===== config.mk =====
export PLATFORM = sky130hd
export DESIGN_NAME = vga_scan_driver
export DESIGN_NICKNAME = d
export VERILOG_FILES = /design/src/rtl/vga_scan_driver.sv
export SDC_FILE = /design/constraint.sdc
export NUM_CORES = 1
export LEC_CHECK = 0
export ABC_AREA = 1
export CAP_MARGIN = 10
export CORE_UTILIZATION = 42
export DETAILED_ROUTE_END_ITERATION = 8
export PLACE_DENSITY = 0.74
export SETUP_SLACK_MARGIN = 0.15
export SYNTH_ARGS = -nofsm -noshare
export SYNTH_HDL_FRONTEND = slang
export SYNTH_SLANG_ARGS = --single-unit

===== constraint.sdc =====
create_clock -name Clk -period 1.2 [get_ports Clk]
set_input_delay 0.12 -clock Clk [delete_from_list [all_inputs] [get_ports Clk]]
set_output_delay 0.12 -clock Clk [all_outputs]
set_load 0.01 [all_outputs]

===== src/rtl/vga_scan_driver.sv =====
// VGA raster scan generator: pixel-rate h/v counters, active-low syncs, blanking,
// a registered colour path that lags DrawX/DrawY by one pixel, and a frame tick.
module vga_scan_driver #(
    parameter int unsigned H_VISIBLE = 640,
    parameter int unsigned H_FP      = 16,
    parameter int unsigned H_SYNC    = 96,
    parameter int unsigned H_BP      = 48,
    parameter int unsigned V_VISIBLE = 480,
    parameter int unsigned V_FP      = 10,
    parameter int unsigned V_SYNC    = 2,
    parameter int unsigned V_BP      = 33
) (
    input  logic       Clk,
    input  logic       Reset_n,
    input  logic [7:0] Red,
    input  logic [7:0] Green,
    input  logic [7:0] Blue,
    output logic [9:0] DrawX,
    output logic [9:0] DrawY,
    output logic       VGA_CLK,
    output logic       VGA_HS,
    output logic       VGA_VS,
    output logic       VGA_BLANK_N,
    output logic [7:0] VGA_R,
    output logic [7:0] VGA_G,
    output logic [7:0] VGA_B,
    output logic       frame_tick
);

    localparam int unsigned CW       = 10;
    localparam int unsigned H_TOTAL  = H_VISIBLE + H_FP + H_SYNC + H_BP;
    localparam int unsigned V_TOTAL  = V_VISIBLE + V_FP + V_SYNC + V_BP;
    localparam int unsigned HS_FIRST = H_VISIBLE + H_FP;
    localparam int unsigned HS_LAST  = H_VISIBLE + H_FP + H_SYNC - 1;
    localparam int unsigned VS_FIRST = V_VISIBLE + V_FP;
    localparam int unsigned VS_LAST  = V_VISIBLE + V_FP + V_SYNC - 1;

    logic          div_q, div_d;
    logic          pix_en;
    logic [CW-1:0] h_q, h_d;
    logic [CW-1:0] v_q, v_d;
    logic          h_wrap, v_wrap;
    logic          visible, hs_raw, vs_raw;
    logic          frame_tick_d, frame_tick_q;
    logic [7:0]    r_q, g_q, b_q;
    logic          hs_q, vs_q, blank_n_q;

    // Divider and raster counters; counters only move on the pixel-enable edge.
    always_comb begin
        div_d  = ~div_q;
        pix_en = div_q;
        h_wrap = (h_q == CW'(H_TOTAL - 1));
        v_wrap = (v_q == CW'(V_TOTAL - 1));
        h_d    = h_q;
        v_d    = v_q;
        if (pix_en) begin
            h_d = h_wrap ? '0 : h_q + CW'(1);
            if (h_wrap) begin
                v_d = v_wrap ? '0 : v_q + CW'(1);
            end
        end
    end

    // Raw timing decode of the current counter position.
    always_comb begin
        visible = (h_q < CW'(H_VISIBLE)) && (v_q < CW'(V_VISIBLE));
        hs_raw  = !((h_q >= CW'(HS_FIRST)) && (h_q <= CW'(HS_LAST)));
        vs_raw  = !((v_q >= CW'(VS_FIRST)) && (v_q <= CW'(VS_LAST)));
        // Fires on the half-pixel after the counters land on (0, V_VISIBLE).
        frame_tick_d = !div_q && (h_q == '0) && (v_q == CW'(V_VISIBLE));
    end

    always_ff @(posedge Clk or negedge Reset_n) begin
        if (!Reset_n) begin
            div_q        <= 1'b0;
            h_q          <= '0;
            v_q          <= '0;
            frame_tick_q <= 1'b0;
        end else begin
            div_q        <= div_d;
            h_q          <= h_d;
            v_q          <= v_d;
            frame_tick_q <= frame_tick_d;
        end
    end

    // DAC-side registers: colour, syncs and blank all sampled together.
    always_ff @(posedge Clk or negedge Reset_n) begin
        if (!Reset_n) begin
            r_q       <= 8'h00;
            g_q       <= 8'h00;
            b_q       <= 8'h00;
            hs_q      <= 1'b1;
            vs_q      <= 1'b1;
            blank_n_q <= 1'b0;
        end else if (pix_en) begin
            r_q       <= visible ? Red   : 8'h00;
            g_q       <= visible ? Green : 8'h00;
            b_q       <= visible ? Blue  : 8'h00;
            hs_q      <= hs_raw;
            vs_q      <= vs_raw;
            blank_n_q <= visible;
        end
    end

    assign DrawX       = h_q;
    assign DrawY       = v_q;
    assign VGA_CLK     = div_q;
    assign VGA_HS      = hs_q;
    assign VGA_VS      = vs_q;
    assign VGA_BLANK_N = blank_n_q;
    assign VGA_R       = r_q;
    assign VGA_G       = g_q;
    assign VGA_B       = b_q;
    assign frame_tick  = frame_tick_q;

endmodule


==> results of run 1 <==
==> state kept, by name (all words and copies together) (netlist names), 8 cells and up <==
name	count
DrawX	10
DrawY	10
VGA_B	8
VGA_G	8
VGA_R	8
==> power by group through the flow <==
stage | Combinational, mW | Clock [mW] | Sequential (mW)
finish | 0.256 | 1.42 | 1.71
global route | 0.281 | 1.49 | 1.72
CTS | 0.240 | 1.42 | 1.71
detailed placement | 0.262 | 0 | 1.75
global placement | 0.255 | 0 | 1.75
floorplan | 0.0306 | 0 | 1.77
==> how the worst max path moves through the flow <==
stage	start	end	slack [ns]	cells after the start
floorplan	DrawX[0]	DrawY[0]	-0.11	8
global placement	DrawY[0]	DrawY[4]	-0.14	7
detailed placement	DrawY[0]	DrawY[4]	-0.16	7
CTS	DrawY[1]	DrawY[4]	-0.17	8
global route	DrawX[1]	DrawY[6]	-0.32	9
finish	DrawY[1]	DrawY[4]	-0.24	9
==> synth_stat cells <==
master / instances / area (sq um)
nor2_4: 3 / 33.8
or2_2: 1 / 6.26
clkinv_1: 1 / 3.75
nand3_4: 1 / 17.5
xnor2_1: 2 / 17.5
nor3b_2: 1 / 12.5
or2_1: 1 / 6.26
a31oi_1: 1 / 6.26
buf_2: 4 / 20.0
buf_4: 2 / 15.0
xor2_1: 5 / 43.8
clkbuf_1: 2 / 7.51
nand2_1: 120 / 450
nand3_1: 15 / 75.1
dfrtp_1: 47 / 1180
o22a_1: 1 / 8.76
nor3_2: 1 / 10.0
a21oi_1: 1 / 5.00
buf_6: 3 / 33.8
inv_2: 8 / 30.0
nor3_1: 2 / 10.0
nor2_1: 22 / 82.6
nor2_2: 1 / 6.26
nand2_2: 1 / 6.26
o21ai_1: 9 / 45.0
o21ai_0: 3 / 15.0
nand3b_1: 3 / 22.5
ha_1: 4 / 50.1
inv_1: 16 / 60.1
nand4_1: 9 / 56.3
dfstp_2: 2 / 52.6
nor3b_1: 1 / 7.51
nor4_1: 1 / 6.26
==> metal layers <==
layer	routed length, um	share of wire (%)
met1	3190	39
met2	4250	52
met3	538	6.5
met4	228	2.8
met5	0	0
==> worst min-delay path, stage by stage <==
cell           delay (ns)
dlygate4sd3_1        0.52
buf_2                0.13
buf_12               0.26
==> cell families (layout without fill, tap and decap cells) <==
logic type                 Yosys count  after routing
xor gates and xnor gates             7              7
AOI/OAI and AO/OA                   15             15
and+or+nand+nor                    183            183
buffers and inverters               36            203
adders and majority gates            4              4
DFF                                 49             49
==> timing repair <==
item                                    CTS  global route
pin swaps                                14            12
endpoints found under the setup margin   97            80
endpoints found under the hold margin    47             0
buffers inserted                         36            14
gates cloned                              0             2
hold buffers                              1             0
gates resized for setup                 257            83
==> cell type report <==
cell class,instances,area [sq um],share of cell area (%)
inverter,25,106,2.40
clock inverter,3,65.1,1.47
timing repair buffer,170,1570,35.4
multi-input combinational,209,1300,29.3
tap,72,90.1,2.03
clock buffer,5,68.8,1.55
sequential,49,1230,27.9
==> metrics by stage <==
stage	area (sq um)	utilization (%)	hold WS, ns
after floorplan	2430	-	-0.176
after global placement	3520	63.9	0.130
after detailed placement	3520	63.9	0.141
after CTS	4080	74.1	0.328
after global routing	4430	80.4	0.340
final	4430	80.4	0.328
==> metrics.cfg, run 1 <==
[routing]
dr_total_vias=2740
viasPerCell=5.14
wl_per_cell_um=15.4
ant_nets=0
postRouteWirelength_um=8210
dr.pass1.iters=4
drt_iter0_markers=142
drc=0

[worst_setup_path]
cp_data_required_time_ns=1.39
slowest_delay_ns=0.44
rrSetupSlack_ns=-0.24
r2r_cells=9
path_buf_inv=4
r2r_start=DrawY[1]
path_class=flip-flop to flip-flop
startpoint_type=flip-flop
crit_path_cell_trace=buf_6 > inv_4 > ha_4 > inv_2 > nor2_2 > nand4_1 > buf_6 > nand3b_1 > nand2_1
path_max_fanout=6
r2r-end=DrawY[4]
crit_slowest_cell=dfrtp_1
end_kind=flip-flop
worst_ep_arrival_time_ns=1.63
crit_family=flip-flops
crit_path_frequent_cell=buf_6

[clock_tree]
clock-root-buffer=clkbuf_8
cts_buffers=5
htreeDepth=2
cts_tree=yes
cts.path.max_buffers=2
clk_latency_ns=0.32
clk_pin_slew_ns=0.10
cts_sinks=49

[pwr]
sw_frac_of_total_pct=21.4
sequentialPowerShare_pct=50.6
clkPwrFrac_pct=41.8
power_frac_comb_pct=7.6
p_per_area_mw_per_mm2=765
peakVddDrop_mv=0.603
cell_internal_pwr_mw=2.66
fin_total_pwr_mw=3.39
power_leakage_nw=2.21
power.switching_uw=725

[yosys]
ys_seq_area_share_pct=51.2
synth_xor_area_share_pct=2.55
synth_warnings=0
synthMuxAreaShare_pct=0
ys_ff_latch=49
synthSimpleGateAreaFrac_pct=33.7
synth_top_family_by_area=simple AND/OR/NAND/NOR gates
syn_area_per_cell_sq_um=8.16
synth_fp_nets=324
ys_types=33
synth-adder-area-share_pct=2.09
synth_compound_area_share_pct=3.34
synthCells=294
syn_area_sq_mm=0.00240

[global_route]
grt_use_met3_pct=6.47
grt_pass1_wl_um=11700
antenna_found_initial=0
gr-usage-met2_pct=44.4
grt_max_degree=50
overflow=0
grt_pass1_vias=2638
grt_usage_pct=24.8
grt-busiest-layer=met2
grtUsageMet1_pct=28.1

[timing]
setup_violations=50
finalClockSkew_ns=0.0171
final_max_slew_viol_count=0
hold_viol=0
fmax_mhz=695
slew_headroom_pct=82.5
period_needed_ns=1.44
setup_tns_ns=-9.19
rsz0062_at_grt=yes
finalCritPeriodShare_pct=120
timing.final.ws_setup_ns=-0.239
worst_slew_pin_slew_ns=0.262

[layout]
syn2layout_area_growth_pct=84.5
finalNetCount=490
final_common_cell=nand2_1
diodes=0
final_cell_mix=92 x nand2_1, 61 x buf_6, 50 x buf_4, 43 x dfrtp_1, 25 x buf_2
drive_gt1_share_pct=51.8
final_cells=533
n_fill_cell=334

[flow_run]
cap_viol_max_count=0

[floorplanning]
die_y_um=77.6
die_area_sq_mm=0.00602
core_area_sq_mm=0.00551
die_w_um=77.6
rows=27
num_io_pins=75
start_util_pct=43.6

[placement]
place_ws_ns=-0.162
gp_congestion=0.829
hpwl_um=4220
io_buffers=74
numPlacedInstances=472

[min_path]
hold_path.class=input port to async pin

[outcome]
status=finished with violations
violations=setup timing

No activity file was read; power rests on OpenSTA's default activity.
==> inputs of run 2 (changes only) <==
--- a/config.mk
+++ b/config.mk
@@ -7,7 +7,7 @@
 export LEC_CHECK = 0
 export ABC_AREA = 1
 export CAP_MARGIN = 10
-export CORE_UTILIZATION = 42
+export CORE_UTILIZATION = 44
 export DETAILED_ROUTE_END_ITERATION = 8
 export PLACE_DENSITY = 0.74
 export SETUP_SLACK_MARGIN = 0.15
==> constraint.sdc (replaced) <==
create_clock -name Clk -period 1.65 [get_ports Clk]
set_input_delay 0.165 -clock Clk [delete_from_list [all_inputs] [get_ports Clk]]
set_output_delay 0.165 -clock Clk [all_outputs]
set_load 0.01 [all_outputs]
==> metrics.cfg, run 2 (synthesis gave the netlist of run 1 again) <==
[timing]
slew_headroom_pct=80.1  ; was 82.5%
fmax_mhz=674
worst_slew_pin_slew_ns=0.299  ; was 0.262 ns
finalClockSkew_ns=0.0105  ; was 0.0171 ns
finalCritPeriodShare_pct=89.9
hold_viol=0  ; unchanged
setup_violations=0  ; was 50
rsz0062_at_grt=yes  ; unchanged
period_needed_ns=1.48
setup_tns_ns=0  ; was -9.19 ns
final_max_slew_viol_count=0  ; unchanged

[worst_setup_path]
crit_family=buffers and inverters  ; was flip-flops
worst_ep_arrival_time_ns=1.32  ; was 1.63 ns
startpoint_type=flip-flop  ; unchanged
path_class=flip-flop to output pin  ; was flip-flop to flip-flop
path_max_fanout=4  ; was 6
r2r_start=DrawX[0]  ; was DrawY[1]
end_kind=output pin  ; was flip-flop
path_buf_inv=1  ; was 4
cp-startpoint=VGA_CLK  ; was DrawY[1]
crit_slowest_cell=clkdlybuf4s50_1  ; was dfrtp_1
slowest_delay_ns=0.59  ; was 0.44 ns
crit_path_cell_trace=clkdlybuf4s50_1  ; was buf_6 > inv_4 > ha_4 > inv_2 > nor2_2 > nand4_1 > buf_6 > nand3b_1 > nand2_1
cp_data_required_time_ns=1.48  ; was 1.39 ns

[layout]
final_cells=459  ; was 533
drive_gt1_share_pct=16.7  ; was 51.8%
final_area_sq_mm=0.00347  ; was 0.00443 sq mm
diodes=0  ; unchanged
multi_input_area_sq_mm=0.00103  ; was 0.00130 sq mm
regArea_sq_mm=0.00124  ; was 0.00123 sq mm
final_cell_mix=119 x nand2_1, 63 x clkdlybuf4s50_1, 38 x dfrtp_1, 21 x nor2_1, 20 x buf_4  ; was 92 x nand2_1, 61 x buf_6, 50 x buf_4, 43 x dfrtp_1, 25 x buf_2
finalNetCount=418  ; was 490
n_fill_cell=442  ; was 334
final_common_cell=nand2_1  ; unchanged
syn2layout_area_growth_pct=44.5  ; was 84.5%

[routing]
ant_nets=0  ; unchanged
postRouteWirelength_um=5750  ; was 8210 um
drc=0  ; unchanged
dr_total_vias=2155  ; was 2740
wl_per_cell_um=12.5  ; was 15.4 um
dr.pass1.iters=4  ; unchanged
drt_iter0_markers=121  ; was 142
viasPerCell=4.69  ; was 5.14

[global_route]
overflow=0  ; unchanged
grt_pass1_wl_um=9190  ; was 11700 um
grt_max_degree=28  ; was 50
grt_pass1_vias=2016  ; was 2638
grt_usage_pct=21.3  ; was 24.8%
antenna_found_initial=0  ; unchanged

[floorplanning]
start_util_pct=46.4  ; was 43.6%
rows=26  ; was 27
core_area_sq_mm=0.00517  ; was 0.00551 sq mm
die_w_um=75.9  ; was 77.6 um
die_y_um=75.9  ; was 77.6 um
num_io_pins=75  ; unchanged
die_area_sq_mm=0.00575  ; was 0.00602 sq mm

[pwr]
fin_total_pwr_mw=2.19  ; was 3.39 mW
peakVddDrop_mv=0.493  ; was 0.603 mV
p_per_area_mw_per_mm2=632  ; was 765 mW/mm^2
power_leakage_nw=1.70  ; was 2.21 nW

[placement]
place_area_sq_mm=0.00321  ; was 0.00352 sq mm
numPlacedInstances=435  ; was 472
gp_congestion=0.856  ; was 0.829
io_buffers=74  ; unchanged
hpwl_um=4000  ; was 4220 um

[clock_tree]
clk_latency_ns=0.30  ; was 0.32 ns
clk_pin_slew_ns=0.10  ; about the same
htreeDepth=2  ; unchanged
cts_tree=yes  ; unchanged
cts.path.max_buffers=2  ; unchanged
cts_sinks=49  ; unchanged
cts_buffers=5  ; unchanged
clock-root-buffer=clkbuf_8  ; unchanged

[outcome]
status=finished clean  ; was finished with violations

[flow_run]
cap_viol_max_count=0  ; unchanged

[min_path]
hold_path.class=input port to async pin  ; unchanged

[run 2: cell count changes in the layout (fill, tap and decap cells not counted), moves of 8 or more]
cell / before / now
clkdlybuf4s50_1: 24 / 63
nand2_2: 19 / 2
nand2_1: 92 / 119
nand2_4: 10 / 0
nand3_2: 8 / 0
buf_2: 25 / 1
nand3_1: 5 / 15
buf_6: 61 / 1
buf_4: 50 / 20
[run 2: power by group]
group	total [mW]	switching [mW]	internal, mW
combinational	0.186	0.0710	0.115
clock	0.758	0.418	0.341
sequential	1.25	0.0179	1.23
[run 2: layer usage]
layer | share of wire, % | track usage, %
met1 | 45 | 27.0
met4 | 1.4 | 5.56
met3 | 7.3 | 7.67
met2 | 46 | 34.6
met5 | 0 | 0
[run 2: timing repair]
action,CTS,global route
pin swaps,2,4
setup endpoints to repair,43,48
cloned,1,1
setup buffers,5,8
hold buffers,1,0
endpoints found under the hold margin,11,0
gates resized for setup,14,14
[run 2: stage by stage]
| stage | util (%) | hold WS, ns | worst slack (ns) |
|---|---|---|---|
| final | 67.0 | 0.268 | 0.166 |
| after global placement | 62.0 | 0.0626 | 0.0648 |
| after floorplan | - | -0.131 | 0.319 |
| after global routing | 67.0 | 0.314 | 0.112 |
| after CTS | 65.1 | 0.281 | 0.150 |
| after detailed placement | 62.0 | 0.0710 | 0.0453 |
[run 2: cell type report]
type                       instances  share of cell area (%)
tap                               70                    2.53
inverter                          25                    2.78
multi-input combinational        211                    29.8
clock buffer                       6                    2.38
clock inverter                     2                   0.397
sequential                        49                    35.8
timing repair buffer              96                    26.3
[run 2: final timing paths]
kind | end | slack [ns] | cells past startpoint
hold / removal | DrawY[5] | 0.27 | 2
min in group Clk | VGA_B[7] | 0.38 | 3
setup / recovery | VGA_CLK | 0.17 | 1
max in group asynchronous | VGA_HS | 0.75 | 3
setup reg to reg | DrawY[1] | 0.19 | 8
hold reg to reg | VGA_B[5] | 0.48 | 2
==> inputs of run 3 (changes only) <==
--- a/config.mk
+++ b/config.mk
@@ -7,9 +7,9 @@
 export LEC_CHECK = 0
 export ABC_AREA = 1
 export CAP_MARGIN = 10
-export CORE_UTILIZATION = 44
+export CORE_UTILIZATION = 25
 export DETAILED_ROUTE_END_ITERATION = 8
-export PLACE_DENSITY = 0.74
+export PLACE_DENSITY = 0.47
 export SETUP_SLACK_MARGIN = 0.15
 export SYNTH_ARGS = -nofsm -noshare
 export SYNTH_HDL_FRONTEND = slang
==> metrics.cfg, run 3 (synthesis gave the netlist of run 1 again) <==
[layout]
finalNetCount=427  ; was 418
drive_gt1_share_pct=19.4  ; was 16.7%
syn2layout_area_growth_pct=52.5  ; was 44.5%
n_fill_cell=994  ; was 442
final_cells=526  ; was 459
final_cell_mix=117 x nand2_1, 61 x clkdlybuf4s50_1, 38 x dfrtp_1, 25 x buf_4, 20 x nor2_1  ; was 119 x nand2_1, 63 x clkdlybuf4s50_1, 38 x dfrtp_1, 21 x nor2_1, 20 x buf_4
diodes=0  ; unchanged
final_common_cell=nand2_1  ; unchanged

[global_route]
overflow=0  ; unchanged
grt_pass1_wl_um=10500  ; was 9190 um
grt_usage_pct=13.4  ; was 21.3%
grt_pass1_vias=2139  ; was 2016
antenna_found_initial=0  ; unchanged
grt_max_degree=33  ; was 28

[routing]
wl_per_cell_um=12.4  ; was 12.5 um
dr.pass1.iters=4  ; unchanged
dr_total_vias=2211  ; was 2155
drt_iter0_markers=98  ; was 121
ant_nets=0  ; unchanged
wl_met3_um=369  ; was 419 um
met2_length_um=2850  ; was 2640 um
drc=0  ; unchanged
viasPerCell=4.20  ; was 4.69
met1_length_um=3180  ; was 2600 um
routed.top_layer=met4  ; unchanged
postRouteWirelength_um=6500  ; was 5750 um

[clock_tree]
htreeDepth=2  ; unchanged
cts.path.max_buffers=2  ; unchanged
cts_sinks=49  ; unchanged
clock-root-buffer=clkbuf_8  ; unchanged
clk_latency_ns=0.30  ; about the same
clk_pin_slew_ns=0.09  ; was 0.10 ns
cts_buffers=5  ; unchanged
cts_tree=yes  ; unchanged

[timing]
final_max_slew_viol_count=0  ; unchanged
setup_violations=0  ; unchanged
rsz0062_at_grt=yes  ; unchanged
setup_tns_ns=0  ; unchanged
timing.final.ws_setup_ns=0.191  ; was 0.166 ns
hold_viol=0  ; unchanged
finalCritPeriodShare_pct=88.4  ; was 89.9%
worst_slew_pin_slew_ns=0.476  ; was 0.299 ns
slew_headroom_pct=68.3  ; was 80.1%
period_needed_ns=1.46  ; was 1.48 ns
fmax_mhz=685  ; was 674 MHz
finalClockSkew_ns=0.00460  ; was 0.0105 ns

[min_path]
hold_path.class=input port to async pin  ; unchanged

[pwr]
power_leakage_nw=1.72  ; was 1.70 nW
p_per_area_mw_per_mm2=630  ; was 632 mW/mm^2
peakVddDrop_mv=0.276  ; was 0.493 mV

[floorplanning]
die_y_um=100  ; was 75.9 um
num_io_pins=75  ; unchanged
die_w_um=100  ; was 75.9 um
die_area_sq_mm=0.0100  ; was 0.00575 sq mm
start_util_pct=25.8  ; was 46.4%
rows=35  ; was 26
core_area_sq_mm=0.00928  ; was 0.00517 sq mm

[worst_setup_path]
path_max_fanout=7  ; was 4
worst_ep_arrival_time_ns=1.29  ; was 1.32 ns
crit_path_cell_trace=clkdlybuf4s50_1  ; unchanged
path_class=flip-flop to output pin  ; unchanged
cp_data_required_time_ns=1.48  ; about the same
crit_slowest_cell=clkdlybuf4s50_1  ; unchanged
startpoint_type=flip-flop  ; unchanged
path_buf_inv=1  ; unchanged
slowest_delay_ns=0.56  ; was 0.59 ns
end_kind=output pin  ; unchanged
crit_family=buffers and inverters  ; unchanged

[outcome]
status=finished clean  ; unchanged

[placement]
place_ws_ns=0.0897  ; was 0.0453 ns
io_buffers=74  ; unchanged
hpwl_um=4370  ; was 4000 um
gp_congestion=0.874  ; was 0.856
numPlacedInstances=499  ; was 435

[flow_run]
cap_viol_max_count=0  ; unchanged

run 3: layout make-up:
type | instances | area (sq um) | share of cell area, %
clock buffers | 5 | 68.8 | 1.88
clock inverters | 2 | 35.0 | 0.958
inverters | 25 | 96.3 | 2.63
multi-input cells | 210 | 1040 | 28.5
flip-flops and latches | 49 | 1240 | 33.9
well taps | 129 | 161 | 4.41
repair buffers | 106 | 1020 | 27.8
run 3: through the flow:
| step | power [mW] | hold WS, ns | utilization (%) | cell area [sq um] |
|---|---|---|---|---|
| after CTS | 2.34 | 0.367 | 37.9 | 3520 |
| after floorplan | 1.31 | -0.131 | - | 2400 |
| final | 2.31 | 0.356 | 39.4 | 3660 |
| after global routing | 2.40 | 0.375 | 39.4 | 3660 |
| after detailed placement | 1.46 | 0.156 | 35.9 | 3330 |
| after global placement | 1.46 | 0.150 | 35.9 | 3330 |
run 3: path summary, 6_finish.rpt:
check	from	to	slack, ns	depth (start not counted)
worst max-delay path	DrawX[9]	DrawX[9]	0.19	1
worst min-delay path	Reset_n	DrawY[3]	0.36	2
worst max register to register	DrawX[1]	DrawY[0]	0.20	8
worst min register to register	VGA_R[4]	VGA_R[4]	0.49	2
max in group asynchronous	Reset_n	VGA_HS	0.70	3
min in group Clk	Blue[6]	VGA_B[6]	0.38	3
run 3: report_power, final:
group / total [mW] / leakage (nW) / internal [mW] / switching [mW]
Clock: 0.870 / 0.0540 / 0.442 / 0.428
Combinational: 0.189 / 1.08 / 0.117 / 0.0725
Sequential: 1.25 / 0.587 / 1.23 / 0.0179
run 3: metal layers:
layer  vias up  global-route usage [%]
met5         -                       0
met4         0                    4.35
met3         9                    3.34
met2        64                    20.7
met1      1010                    18.3
li1       1128                       -
run 3: repair_timing:
| item | 4_1_cts | 5_1_grt |
|---|---|---|
| endpoints found under the hold margin | 17 | 0 |
| setup buffers | 7 | 11 |
| hold buffers | 1 | 0 |
| pin swaps | 3 | 8 |
| cloned | 1 | 0 |
| setup endpoints to repair | 51 | 44 |
| gates resized for setup | 23 | 14 |
